File: src/rtl/sram_pkg.sv
// Shared definitions for the SRAM pixel path (address encoder and pixel decoder).
// Holds the word/pixel geometry, the RGB struct and the encoder-to-output latency.
package sram_pkg;

    localparam int unsigned PIXEL_BITS      = 4;
    localparam int unsigned PIXELS_PER_WORD = 4;
    localparam int unsigned SRAM_DATA_W     = 16;
    localparam int unsigned SRAM_ADDR_W     = 20;
    localparam int unsigned PIX_IDX_W       = 21;
    localparam int unsigned PAL_ENTRIES     = 16;

    // Index/valid in to RGB out, in clock edges; the encoder-side sync logic relies on it.
    localparam int unsigned DECODE_LAT      = 3;

    typedef struct packed {
        logic [7:0] r;
        logic [7:0] g;
        logic [7:0] b;
    } rgb_t;

    // Grayscale ramp: i*17 equals the nibble repeated in both halves of the byte.
    function automatic rgb_t pal_default(input logic [3:0] idx);
        logic [7:0] v;
        v = {idx, idx};
        return '{r: v, g: v, b: v};
    endfunction

endpackage

File: src/rtl/sram_palette_ram.sv
// 16 x 24-bit palette register file.
// Ports:
//   clk_i, rst_ni       clock, asynchronous active-low reset (restores grayscale ramp)
//   we_i/waddr_i/wdata_i  write port, entry updates at the clock edge
//   re_i/raddr_i        registered read; rdata_o is 0 on cycles without a read
//   rdata_o             {R, G, B} of the entry read at the previous edge
// A read and write of the same entry at one edge returns the old contents.
module sram_palette_ram
    import sram_pkg::*;
(
    input  logic        clk_i,
    input  logic        rst_ni,
    input  logic        we_i,
    input  logic [3:0]  waddr_i,
    input  logic [23:0] wdata_i,
    input  logic        re_i,
    input  logic [3:0]  raddr_i,
    output logic [23:0] rdata_o
);

    rgb_t mem_q [PAL_ENTRIES];
    rgb_t rdata_q;

    always_ff @(posedge clk_i or negedge rst_ni) begin
        if (!rst_ni) begin
            for (int i = 0; i < int'(PAL_ENTRIES); i++) begin
                mem_q[i] <= pal_default(4'(i));
            end
        end else if (we_i) begin
            mem_q[waddr_i] <= wdata_i;
        end
    end

    // Samples mem_q before this edge's write lands, giving read-before-write.
    always_ff @(posedge clk_i or negedge rst_ni) begin
        if (!rst_ni) begin
            rdata_q <= '0;
        end else if (re_i) begin
            rdata_q <= mem_q[raddr_i];
        end else begin
            rdata_q <= '0;
        end
    end

    assign rdata_o = rdata_q;

endmodule

File: src/rtl/sram_pixel_decoder.sv
// Pixel decoder behind the SRAM address encoder: captures the SRAM word for each pixel
// index, extracts the 4-bit nibble and maps it through the palette to 24-bit RGB.
// Ports:
//   i_clk, i_rst_n          clock, asynchronous active-low reset
//   i_pixel_valid           index on i_object_pixel_index is live
//   i_object_pixel_index    pixel index (same one fed to the encoder)
//   i_sram_dq               SRAM read word, valid the cycle after the index
//   i_pal_we/addr/data      palette write port
//   o_pixel_valid, o_vga_*  pixel colour, DECODE_LAT edges after the index is sampled
//   o_transparent           nibble == TRANSPARENT_IDX, or index out of range
module sram_pixel_decoder
    import sram_pkg::*;
#(
    parameter int unsigned MAX_PIXELS      = 307200,
    parameter int unsigned TRANSPARENT_IDX = 0
) (
    input  logic                   i_clk,
    input  logic                   i_rst_n,
    input  logic                   i_pixel_valid,
    input  logic [PIX_IDX_W-1:0]   i_object_pixel_index,
    input  logic [SRAM_DATA_W-1:0] i_sram_dq,
    input  logic                   i_pal_we,
    input  logic [3:0]             i_pal_addr,
    input  logic [23:0]            i_pal_data,
    output logic                   o_pixel_valid,
    output logic [7:0]             o_vga_r,
    output logic [7:0]             o_vga_g,
    output logic [7:0]             o_vga_b,
    output logic                   o_transparent
);

    localparam logic [PIXEL_BITS-1:0] TranspNib = PIXEL_BITS'(TRANSPARENT_IDX);

    // Stage 0: index sampled alongside the encoder's address register.
    logic       s0_valid_q;
    logic [1:0] s0_sel_q;
    logic       s0_oor_q;
    logic       s0_oor_d;

    // Stage 1: SRAM word for the stage-0 index.
    logic                   s1_valid_q;
    logic [1:0]             s1_sel_q;
    logic                   s1_oor_q;
    logic [SRAM_DATA_W-1:0] s1_word_q;

    // Stage 2: output flags; colour comes straight from the palette read register.
    logic s2_valid_q;
    logic s2_tr_q;
    logic s2_tr_d;

    logic [PIXEL_BITS-1:0] nibble;
    logic                  pal_re;
    rgb_t                  pal_rgb;

    assign s0_oor_d = (32'(i_object_pixel_index) >= MAX_PIXELS);

    always_ff @(posedge i_clk or negedge i_rst_n) begin
        if (!i_rst_n) begin
            s0_valid_q <= 1'b0;
            s0_sel_q   <= '0;
            s0_oor_q   <= 1'b0;
        end else begin
            s0_valid_q <= i_pixel_valid;
            s0_sel_q   <= i_object_pixel_index[1:0];
            s0_oor_q   <= s0_oor_d;
        end
    end

    // The word is captured every cycle; pixels sharing a word never reuse a stale copy.
    always_ff @(posedge i_clk or negedge i_rst_n) begin
        if (!i_rst_n) begin
            s1_valid_q <= 1'b0;
            s1_sel_q   <= '0;
            s1_oor_q   <= 1'b0;
            s1_word_q  <= '0;
        end else begin
            s1_valid_q <= s0_valid_q;
            s1_sel_q   <= s0_sel_q;
            s1_oor_q   <= s0_oor_q;
            s1_word_q  <= i_sram_dq;
        end
    end

    always_comb begin
        nibble = '0;
        unique case (s1_sel_q)
            2'd0: nibble = s1_word_q[3:0];
            2'd1: nibble = s1_word_q[7:4];
            2'd2: nibble = s1_word_q[11:8];
            2'd3: nibble = s1_word_q[15:12];
            default: nibble = '0;
        endcase
    end

    // Skipping the read on invalid or out-of-range slots zeroes the RGB for free.
    assign pal_re  = s1_valid_q & ~s1_oor_q;
    assign s2_tr_d = s1_valid_q & (s1_oor_q | (nibble == TranspNib));

    always_ff @(posedge i_clk or negedge i_rst_n) begin
        if (!i_rst_n) begin
            s2_valid_q <= 1'b0;
            s2_tr_q    <= 1'b0;
        end else begin
            s2_valid_q <= s1_valid_q;
            s2_tr_q    <= s2_tr_d;
        end
    end

    sram_palette_ram u_palette (
        .clk_i   (i_clk),
        .rst_ni  (i_rst_n),
        .we_i    (i_pal_we),
        .waddr_i (i_pal_addr),
        .wdata_i (i_pal_data),
        .re_i    (pal_re),
        .raddr_i (nibble),
        .rdata_o (pal_rgb)
    );

    assign o_pixel_valid = s2_valid_q;
    assign o_vga_r       = pal_rgb.r;
    assign o_vga_g       = pal_rgb.g;
    assign o_vga_b       = pal_rgb.b;
    assign o_transparent = s2_tr_q;

endmodule

File: config.mk
export PLATFORM = sky130hd
export DESIGN_NAME = sram_pixel_decoder
export DESIGN_NICKNAME = d
export VERILOG_FILES = /design/src/rtl/sram_pkg.sv /design/src/rtl/sram_palette_ram.sv /design/src/rtl/sram_pixel_decoder.sv
export SDC_FILE = /design/constraint.sdc
export NUM_CORES = 1
export LEC_CHECK = 0
export CAP_MARGIN = 20
export CORE_AREA = 10 10 192 194
export CTS_CLUSTER_DIAMETER = 150
export DETAILED_ROUTE_END_ITERATION = 8
export DIE_AREA = 0 0 202 204
export MAX_ROUTING_LAYER = met4
export PLACE_DENSITY = 0.81
export SYNTH_ARGS = -nofsm -noshare
export SYNTH_HDL_FRONTEND = slang
export SYNTH_SLANG_ARGS = --single-unit
File: constraint.sdc
create_clock -name i_clk -period 2.25 [get_ports i_clk]
set_input_delay 0.5625 -clock i_clk [delete_from_list [all_inputs] [get_ports i_clk]]
set_output_delay 0.5625 -clock i_clk [all_outputs]
set_load 0.1 [all_outputs]
==> results of run 1 <==
registers in the layout, indices dropped and copies added, names as in the netlist:
register           cells
u_palette.mem_q      384
u_palette.rdata_o     24
s1_word_q             16
s0_sel_q               2
s1_sel_q               2
o_pixel_valid          1
o_transparent          1
s0_oor_q               1
s0_valid_q             1
s1_oor_q               1
s1_valid_q             1
what timing repair did:
action / 4_1_cts / 5_1_grt
gates resized for setup: 24 / 47
pin swaps: 4 / 46
hold buffers: 1 / 0
setup endpoints to repair: 25 / 25
endpoints found under the hold margin: 22 / 0
setup buffers: 14 / 15
gates cloned: 7 / 9
layer usage:
layer / global-route usage [%] / vias up / share of wire, %
met5: - / - / 0
met4: 8.89 / 0 / 3.2
met3: 4.74 / 112 / 5.4
met2: 40.1 / 396 / 51
met1: 29.9 / 6735 / 41
li1: - / 5499 / -
placed cells by master, fill, tap and decap left out, types with 2 or more instances in the layout:
cell             Yosys  layout
a211oi_1             8       8
o21ai_1              8       8
mux4_2               4       4
nor2b_1             10       8
bufinv_16            0       2
buf_4               14      92
mux2i_1            190     176
mux2i_2              0      12
clkbuf_8             0       6
nor2_4               0      11
buf_8                0       6
nand3_1             61      48
dfstp_2            192     192
nand3_2              0      13
clkbuf_1            76      17
mux4_4               0       2
a21oi_1              8       6
nand2b_1             6       4
dfrtp_1            242     241
nand2b_2             0       2
diode_2              0       2
mux2i_4              0       2
buf_6                6       8
a32oi_1              9       8
nand3b_1             2       2
a211o_1              2       2
clkinv_2             0      10
buf_12               0      39
clkdlybuf4s50_1      0      57
a21oi_2              0       2
clkbuf_16            0      54
buf_16               0      10
nand2_1            174     173
mux2_2             385     384
nand4_1             15      15
a311o_1              8       8
through the flow:
| step | area (um^2) | setup WS [ps] | TNS (ps) | util [%] |
|---|---|---|---|---|
| final | 24100 | -173 | -1670 | 72.7 |
| after global placement | 21600 | -273 | -5960 | 65.4 |
| after CTS | 23500 | -49.1 | -58.6 | 71.0 |
| after floorplan | 19600 | 300 | 0 | - |
| after detailed placement | 21700 | -302 | -8560 | 65.4 |
| after global routing | 24100 | -206 | -2620 | 72.7 |
worst paths after layout:
path / to / slack [ps] / cells past startpoint
setup / recovery: u_palette.rdata_o[15]$_DFF_PN0_ / -170 / 9
hold / removal: s1_oor_q$_DFF_PN0_ / 350 / 0
setup reg to reg: u_palette.rdata_o[15]$_DFF_PN0_ / -170 / 9
hold reg to reg: s1_oor_q$_DFF_PN0_ / 350 / 0
max in group asynchronous: u_palette.mem_q[67]$_DFFE_PN1P_ / 920 / 3
min in group asynchronous: s1_word_q[13]$_DFF_PN0_ / 570 / 2
cell usage after synthesis, types with 10 or more instances:
cell / n
buf_2: 17
buf_4: 14
clkbuf_1: 76
dfrtp_1: 242
dfstp_2: 192
mux2_2: 385
mux2i_1: 190
nand2_1: 174
nand3_1: 61
nand4_1: 15
nor2_1: 12
nor2b_1: 10
power breakdown:
part	switching (mW)	total [mW]	internal, mW	leakage [nW]
combinational	2.01	4.39	2.38	4.81
sequential	0.924	11.0	10.0	5.00
clock	3.07	7.35	4.28	0.714
kinds of logic (layout without fill, tap and decap cells):
group	after synthesis	count (layout)	share of synthesized area [%]
multiplexers	579	581	32.3
flip-flops	434	434	56.7
AND/OR/NAND/NOR	287	287	6.45
other	0	2	0
buffers and inverters	115	305	2.81
AO/OA/AOI/OAI	46	46	1.72
final cells by class:
| type | count | area (um^2) |
|---|---|---|
| flip-flops and latches | 434 | 11100 |
| fillers | 2016 | 9050 |
| multi-input cells | 914 | 8260 |
| repair buffers | 220 | 2680 |
| clock buffers | 70 | 1320 |
| well taps | 448 | 561 |
| clock inverters | 14 | 126 |
| diodes | 2 | 5.00 |
| inverters | 1 | 3.75 |
critical path, stage by stage (launching register included):
cell	delay, ps
dfrtp_2	380
buf_6	120
mux4_4	710
buf_12	210
buf_16	160
buf_8	130
mux2i_1	160
nand2_1	100
a32oi_2	240
o21ai_2	90
==> run metrics, run 1 <==
failing checks negative setup slack; maximum vdd drop 713 uV; final std cells w/o fill around 2.1k; Pre-Repair DR Iteration Count 4; syn nets roughly 1.5k; Mapped Cells 1461; largest net degree at the start of global routing 60; Nets 1685; CTS H-tree lvls 2; Hold Path Origin s0_oor_q$_DFF_PN0_; Clk pin slew, worst setup/hold paths 60 ps; Yosys top cell area share 30.9%; fin. max-slew vios 0; ys async rst share 100%; die area 0.0412 mm^2; antenna viol nets, final 0; vias in the first global route approximately 13k; DRC 0; number of enable flip-flop cells after synthesis 0; CTS max path bufs 3; CTS tree done; final hold slack between 300 and 400 ps; Req. time, crit path ~2700 ps; RSZ-0062 raised after global routing yes; number of max-cap violations 0; Tot GR Track Use between 20% and 30%; number of synthesized register bits 434; Post-Route Skew 11.7 ps; Achievable Freq 413 MHz; grt ovf 0; final setup vio count 21; synthesized area between 0.015 and 0.02 mm^2; height of the die 204 um; PortBufs 84; largest area contributor in the netlist dfrtp_1; TritonCTS Buffers 45; Tot Pwr between 20 and 25 mW; Least-Margin Pin Slew 640 ps; sequential share of the synthesized area 56.7%; Starting Density about three fifths; first-pass GRT wire length between 70000 and 80000 um; Tcrit/Tclk final 108%; Syn. warnings 0; fraction of layout cells with a size suffix above 1 a little over half; Synth Flop Type dfrtp_1; Tmin final around 2400 ps; vias post-DR between 10k and 15k; status finished with violations; Area contributors post-synth dfrtp_1 31%, dfstp_2 26%, mux2_2 22%, mux2i_1 9.7%, nand2_1 3.3%; FP Rows 67; initial antenna violation count 2; mean post-synth cell area 13.4 um^2; Root Driver clkbuf_16; Fin. Hold Viols 0; RePlAce Congestion between 0.8 and 0.9; die span in x 202 um; WP data arrival 2850 ps; Vias/cell 6.06; power per standard cell area 944 mW/mm^2; 1st-iter DRT viols 1042; placed cell count 1974; core box area 0.0331 mm^2; Yosys cell types 34; area grow syn2layout 22.9%; Pleak 10.5 nW; critical path startpoint s1_sel_q[1]$_DFF_PN0_; Min-Delay Path Class register to register; Post-DP HPWL 27700 um; CP Launch Type register; WS Path Type register to register; Relative slew margins between 50% and 60%; crit end category register; Reg-to-Reg Start s1_sel_q[1]$_DFF_PN0_; wirelength, routed around 52000 um; post-route worst setup slack -173 ps; clock tree sinks approximately 430; critical path peak fanout 5; I/O Pins between 90 and 100; worst skew pair latency 550 ps; drt wl/cell 24.8 um
No activity file was read; power rests on OpenSTA's default activity.
==> run 2: changes to the inputs <==
--- a/config.mk
+++ b/config.mk
@@ -6,12 +6,13 @@
 export NUM_CORES = 1
 export LEC_CHECK = 0
 export CAP_MARGIN = 20
-export CORE_AREA = 10 10 192 194
+export CORE_AREA = 10 10 159 235
 export CTS_CLUSTER_DIAMETER = 150
 export DETAILED_ROUTE_END_ITERATION = 8
-export DIE_AREA = 0 0 202 204
+export DIE_AREA = 0 0 169 245
 export MAX_ROUTING_LAYER = met4
 export PLACE_DENSITY = 0.81
+export SKIP_CTS_REPAIR_TIMING = 1
 export SYNTH_ARGS = -nofsm -noshare
 export SYNTH_HDL_FRONTEND = slang
 export SYNTH_SLANG_ARGS = --single-unit
==> run 2 against run 1 <==
The run still ends with negative setup slack left. Clock skew up 6.6 ps. Cell area down 1.3%. Register-to-register slack better by 30 ps. Worst setup slack better by 31 ps.
==> run metrics, run 2 (synthesis results as in run 1) <==
fin. max-slew vios 0 (unchanged); 1st-iter DRT viols 955 (-8.3%); commonest non-fill, non-tap cells in the layout 384 x mux2_2, 240 x dfrtp_1, 192 x dfstp_2; Tmin final 2390 ps (-31.0 ps); status finished with violations; WHS Path Cells 0 (unchanged); grt ovf 0 (unchanged); FP Rows 82 (+22%); Post-DP HPWL 29000 um (+4.8%); Placed Instance Area 0.0218 mm^2 (+0.68%); maximum vdd drop 528 uV (-26%); post-route worst setup slack -142 ps (+31.0 ps); reg2reg setup slack -140 ps (+30 ps); failing checks negative setup slack; Fin. Hold Viols 0 (unchanged); Tot GR Track Use 22.9% (-1.6 points); CTS tree done; Hold Path End s1_sel_q[1]$_DFF_PN0_; Hold Path Origin s0_sel_q[1]$_DFF_PN0_; wirelength, routed 48900 um (-6.2%); TritonCTS Buffers 41 (-8.9%); final std cells w/o fill 2068 (-1.7%); Buf/Inv on CP 2 (-2); drt wl/cell 23.6 um (-4.6%); Root Driver clkbuf_16; final hold slack 349 ps (+1.01 ps); RR Endpoint u_palette.rdata_o[23]$_DFF_PN0_; Most flops, register u_palette.mem_q; CP Launch Type register; first-pass GRT wire length 73300 um (-4.7%); crit path max-delay cell type mux4_4; final non-filler cell area 0.0238 mm^2 (-1.3%); Net Sw Frac 26.1% (-0.36 points); Req. time, crit path 2610 ps (-60 ps); fraction of layout cells with a size suffix above 1 52.1% (-0.084 points); crit end category register; Starting Density 59.1% (about the same); RePlAce Congestion 0.801 (about the same); die area 0.0414 mm^2 (+0.48%); I/O Pins 95 (unchanged); Pre-Repair DR Iteration Count 5 (+1); part of the power in the clock network 31.3% (-1.1 points); initial antenna violation count 0 (-2); Sw Pwr 5.75 mW (-4.2%); Tot Pwr 22.0 mW (-2.9%); combinational share of power 19.1% (-0.2 points); PortBufs 84 (unchanged); worst skew pair latency 550 ps (about the same); Clk pin slew, worst setup/hold paths 60 ps (about the same); Achievable Freq 418 MHz (+1.3%); DRC 0 (unchanged); Largest stage delay, worst path 790 ps (+80 ps); vias post-DR 12.4k (-2.5%); die span in x 169 um (-16%); Relative slew margins 61.4% (+4.1 points); vias in the first global route 13.1k (-1.3%); commonest non-fill, non-tap cell in the layout mux2_2; height of the die 245 um (+20%); Seq pwr share 49.6% (+1.3 points); Tcrit/Tclk final 106% (-1.4 points); Nets 1684 (-0.059%); CTS max path bufs 3 (unchanged); crit-path leading delay family multiplexers; CTS H-tree lvls 2 (unchanged); P_int 16.3 mW (-2.4%); largest net degree at the start of global routing 72 (+20%); Least-Margin Pin Slew 577 ps (-63.2 ps); core box area 0.0331 mm^2 (about the same); clock tree sinks 434 (unchanged); critical path peak fanout 18 (+13); crit path cell chain mux4_4 > buf_12 > buf_12 > mux2i_2 > nand2_1 > nand3_1 > nand4_1; r2r worst-path depth 7 (-2); Min-Delay Path Class register to register; Post-Route Skew 18.2 ps (+6.58 ps); Util after Layout 71.7% (-0.97 points); setup TNS -979 ps (+693 ps); RSZ-0062 raised after global routing yes; Reg-to-Reg Start s1_sel_q[1]$_DFF_PN0_; antenna viol nets, final 0 (unchanged); Vias/cell 6.01 (-0.81%); Diodes inserted 0 (-2); dpl ws -262 ps (+40.5 ps); area grow syn2layout 21.3%; most frequent CP cell buf_12; number of max-cap violations 0 (unchanged); power per standard cell area 928 mW/mm^2 (-1.6%); Pleak 10.5 nW (-0.57%); fill count 2101 (+4.2%); Largest register FFs 384 (unchanged); placed cell count 1959 (-0.76%); final setup vio count 19 (-9.5%); WS Path Type register to register; WP data arrival 2750 ps (-100 ps)
[run 2: changes by cell type in the layout (fill, tap and decap cells not counted), moves of 4 or more]
cell / before / now
buf_16: 10 / 2
buf_4: 92 / 98
buf_6: 8 / 15
buf_8: 6 / 2
clkbuf_1: 17 / 10
clkbuf_16: 54 / 49
clkbuf_8: 6 / 13
clkinv_2: 10 / 5
mux2i_1: 176 / 183
mux2i_2: 12 / 7
nand3_1: 48 / 55
nand3_2: 13 / 6
o21ai_1: 8 / 4
o21ai_2: 1 / 5
[run 2: how the worst max path moves through the flow]
| stage | end | depth (start not counted) | startpoint | slack [ps] |
|---|---|---|---|---|
| floorplan | u_palette.mem_q[216]$_DFFE_PN0P_ | 5 | i_pal_addr[0] | 300 |
| global placement | u_palette.rdata_o[8]$_DFF_PN0_ | 7 | s1_sel_q[1]$_DFF_PN0_ | -230 |
| detailed placement | u_palette.rdata_o[8]$_DFF_PN0_ | 7 | s1_sel_q[1]$_DFF_PN0_ | -260 |
| CTS | u_palette.rdata_o[23]$_DFF_PN0_ | 7 | s1_sel_q[1]$_DFF_PN0_ | -260 |
| global route | u_palette.rdata_o[23]$_DFF_PN0_ | 7 | s1_sel_q[1]$_DFF_PN0_ | -190 |
| finish | u_palette.rdata_o[23]$_DFF_PN0_ | 7 | s1_sel_q[1]$_DFF_PN0_ | -140 |
[run 2: worst register-to-register path: cells and delay by family, from the launching register on]
family / cells / cell delay, ps
mux: 2 / 990
simple gates: 3 / 360
flops: 1 / 440
buf+inv: 2 / 410
[run 2: power by group through the flow]
stage	sequential [mW]	clock (mW)	combinational [mW]
3_3_place_gp	10.8	0	3.79
4_1_cts	10.9	7.00	4.00
5_1_grt	11.1	7.30	4.60
3_5_place_dp	11.0	0	3.95
6_report	10.9	6.90	4.22
2_1_floorplan	10.8	0	2.82
[run 2: cell type report]
cell class | instances | area, um^2 | share of cell area, %
Clock inverter | 10 | 66.3 | 0.279
Sequential cell | 434 | 11100 | 46.7
Clock buffer | 66 | 1290 | 5.44
Multi-Input combinational cell | 914 | 8200 | 34.5
Tap cell | 420 | 526 | 2.21
Inverter | 1 | 3.75 | 0.0158
Timing Repair Buffer | 223 | 2560 | 10.8
[run 2: per-layer routing]
layer	part of all wire, %	vias up	GRT usage (%)
met5	0	-	-
met4	4.1	0	8.52
met3	4.8	124	3.17
met2	52	357	39.0
met1	40	6481	27.1
li1	-	5467	-
==> run 3: changes to the inputs <==
--- a/config.mk
+++ b/config.mk
@@ -6,13 +6,15 @@
 export NUM_CORES = 1
 export LEC_CHECK = 0
 export CAP_MARGIN = 20
-export CORE_AREA = 10 10 159 235
+export CORE_AREA = 2 2 151 227
 export CTS_CLUSTER_DIAMETER = 150
 export DETAILED_ROUTE_END_ITERATION = 8
-export DIE_AREA = 0 0 169 245
+export DIE_AREA = 0 0 153 229
+export DONT_BUFFER_PORTS = 1
 export MAX_ROUTING_LAYER = met4
-export PLACE_DENSITY = 0.81
+export PLACE_DENSITY = 0.77
 export SKIP_CTS_REPAIR_TIMING = 1
+export SLEW_MARGIN = 10
 export SYNTH_ARGS = -nofsm -noshare
 export SYNTH_HDL_FRONTEND = slang
 export SYNTH_SLANG_ARGS = --single-unit
==> run 3 against run 2 <==
The run ends with negative hold slack, negative setup slack left. First-iteration DRC count decreased by 3.0%. Flip-flop and latch count stayed put. Register-to-register slack improved by 100 ps. Combinational power down 15%. Clock power decreased by 1%. Maximum frequency increased by 4.5%. Critical path type unchanged. Largest power group unchanged. Highest routed layer unchanged.
==> run metrics, run 3 (synthesis results as in run 1) <==
I/O Pins 95 (unchanged); Tot GR Track Use 25.8% (+2.9 points); critical path startpoint s1_sel_q[1]$_DFF_PN0_; commonest non-fill, non-tap cell in the layout mux2_2; final non-filler cell area 0.0222 mm^2 (-6.7%); largest net degree at the start of global routing 435 (+500%); WP data arrival 2700 ps (-50 ps); power per standard cell area 960 mW/mm^2 (+3.4%); grt ovf 0 (unchanged); Least-Margin Pin Slew 849 ps (+272 ps); first-pass GRT wire length 69200 um (-5.6%); Largest register FFs 384 (unchanged); crit path cell chain mux4_4 > buf_4 > clkbuf_16 > mux2i_1 > mux2i_1 > a32oi_1 > o21ai_1; drt wl/cell 22.8 um (-3.5%); Reg-to-Reg Start s1_sel_q[1]$_DFF_PN0_; Min-Delay Path Class input pin to asynchronous set/reset pin; fraction of layout cells with a size suffix above 1 50.6% (-1.5 points); Tcrit/Tclk final 102% (-4.5 points); initial antenna violation count 0 (unchanged); clock tree sinks 434 (unchanged); commonest non-fill, non-tap cells in the layout 384 x mux2_2, 242 x dfrtp_1, 192 x dfstp_2; crit path max-delay cell type mux4_4; vias post-DR 11.8k (-5.0%); Most flops, register u_palette.mem_q; Diodes inserted 0 (unchanged); Achievable Freq 437 MHz (+4.5%); Seq pwr share 51.0% (+1.4 points); Sw Pwr 5.27 mW (-8.4%); PortBufs 0 (-100%); critical path peak fanout 14 (-4); crit-path leading delay family multiplexers; 1st-iter DRT viols 926 (-3.0%); RePlAce Congestion 0.754 (-5.8%); most frequent CP cell mux2i_1; Post-Route Skew 10.8 ps (-7.43 ps); part of the power in the clock network 32.1% (+0.8 points); CTS H-tree lvls 2 (unchanged); Starting Density 59.1% (unchanged); Net Sw Frac 24.8% (-1.3 points); maximum vdd drop 731 uV (+38%); Clk pin slew, worst setup/hold paths 60 ps (about the same); Vias/cell 6.05 (+0.69%); RSZ-0062 raised after global routing yes; number of max-cap violations 0 (unchanged); worst skew pair latency 550 ps (about the same); FP Rows 82 (unchanged); post-route worst setup slack -40.2 ps (+102 ps); DRC 0 (unchanged); Relative slew margins 43.4% (-18 points); fin. max-slew vios 0 (unchanged); Nets 1568 (-6.9%); Placed Instance Area 0.0206 mm^2 (-5.5%); final setup vio count 2 (-17); core box area 0.0331 mm^2 (unchanged); CP Depth 7 (unchanged); Pre-Repair DR Iteration Count 5 (unchanged); area grow syn2layout 13.2%; Post-DP HPWL 25300 um (-13%); Tmin final 2290 ps (-102 ps); crit end category register; vias in the first global route 12.5k (-4.3%); Pleak 9.77 nW (-6.6%); P_int 16.0 mW (-1.8%); CTS max path bufs 3 (unchanged); final hold slack -295 ps (-645 ps); RR Endpoint u_palette.rdata_o[11]$_DFF_PN0_; reg2reg setup slack -40 ps (+100 ps); crit path to u_palette.rdata_o[11]$_DFF_PN0_; combinational share of power 16.9% (-2.2 points); Buf/Inv on CP 2 (unchanged); status finished with violations; setup TNS -41.7 ps (+937 ps); Root Driver clkbuf_16; Util after Layout 66.9% (-4.8 points); die span in x 153 um (-9.5%); Req. time, crit path 2660 ps (+50 ps); CP Launch Type register; height of the die 229 um (-6.5%); Fin. Hold Viols 256 (+256); antenna viol nets, final 0 (unchanged); WS Path Type register to register; failing checks negative hold slack, negative setup slack; Largest stage delay, worst path 750 ps (-40 ps); CTS tree done; die area 0.0350 mm^2 (-15%); TritonCTS Buffers 41 (unchanged); wirelength, routed 44500 um (-8.9%); r2r worst-path depth 7 (unchanged)
==> run 3: cell types whose count changed in the layout (fill, tap and decap cells not counted), moves of 5 or more <==
cell             change
o21ai_2              -5
clkdlybuf4s50_1     -57
mux2i_2              -7
buf_4               -14
buf_12              -23
buf_6               -14
mux2i_1              +7
==> run 3: metrics by stage <==
step | power, mW | instances | worst slack [ps]
floorplan | 13.6 | 1461 | 300
global placement | 14.2 | 1860 | -11.2
detailed placement | 14.5 | 1860 | -43.1
CTS | 21.3 | 1936 | -73.8
global route | 22.3 | 1952 | -37.3
finish | 21.3 | 1952 | -40.2
==> run 3: area by class of cell <==
cell class                 count  area, um^2
clock buffer                  69        1290
clock inverter                 7        45.0
fill                        2343       11000
inverter                       1        3.75
multi-input combinational    913        8070
sequential                   434       11100
tap                          420         526
timing repair buffer         108        1130
==> run 3: worst min-delay path by stage <==
| stage | depth (start not counted) | to | start |
|---|---|---|---|
| after detailed placement | 0 | u_palette.mem_q[351]$_DFFE_PN0P_ | i_rst_n |
| after floorplan | 0 | o_pixel_valid$_DFF_PN0_ | i_rst_n |
| after global routing | 0 | u_palette.mem_q[375]$_DFFE_PN0P_ | i_rst_n |
| final | 0 | u_palette.mem_q[375]$_DFFE_PN0P_ | i_rst_n |
| after global placement | 0 | u_palette.mem_q[351]$_DFFE_PN0P_ | i_rst_n |
| after CTS | 0 | u_palette.mem_q[351]$_DFFE_PN0P_ | i_rst_n |
==> run 3: power by group through the flow <==
stage	clock network, mW	registers (mW)	logic, mW
final	6.82	10.9	3.60
after detailed placement	0	11.0	3.50
after global placement	0	10.8	3.36
after floorplan	0	10.8	2.82
after CTS	6.97	10.8	3.53
after global routing	7.31	11.1	3.91
==> run 3: routing by layer <==
metal	track usage (%)	routed length (um)	share of wire (%)
met1	32.4	18400	41
met2	42.6	22400	50
met3	4.07	2280	5.1
met4	9.43	1510	3.4
met5	-	0	0
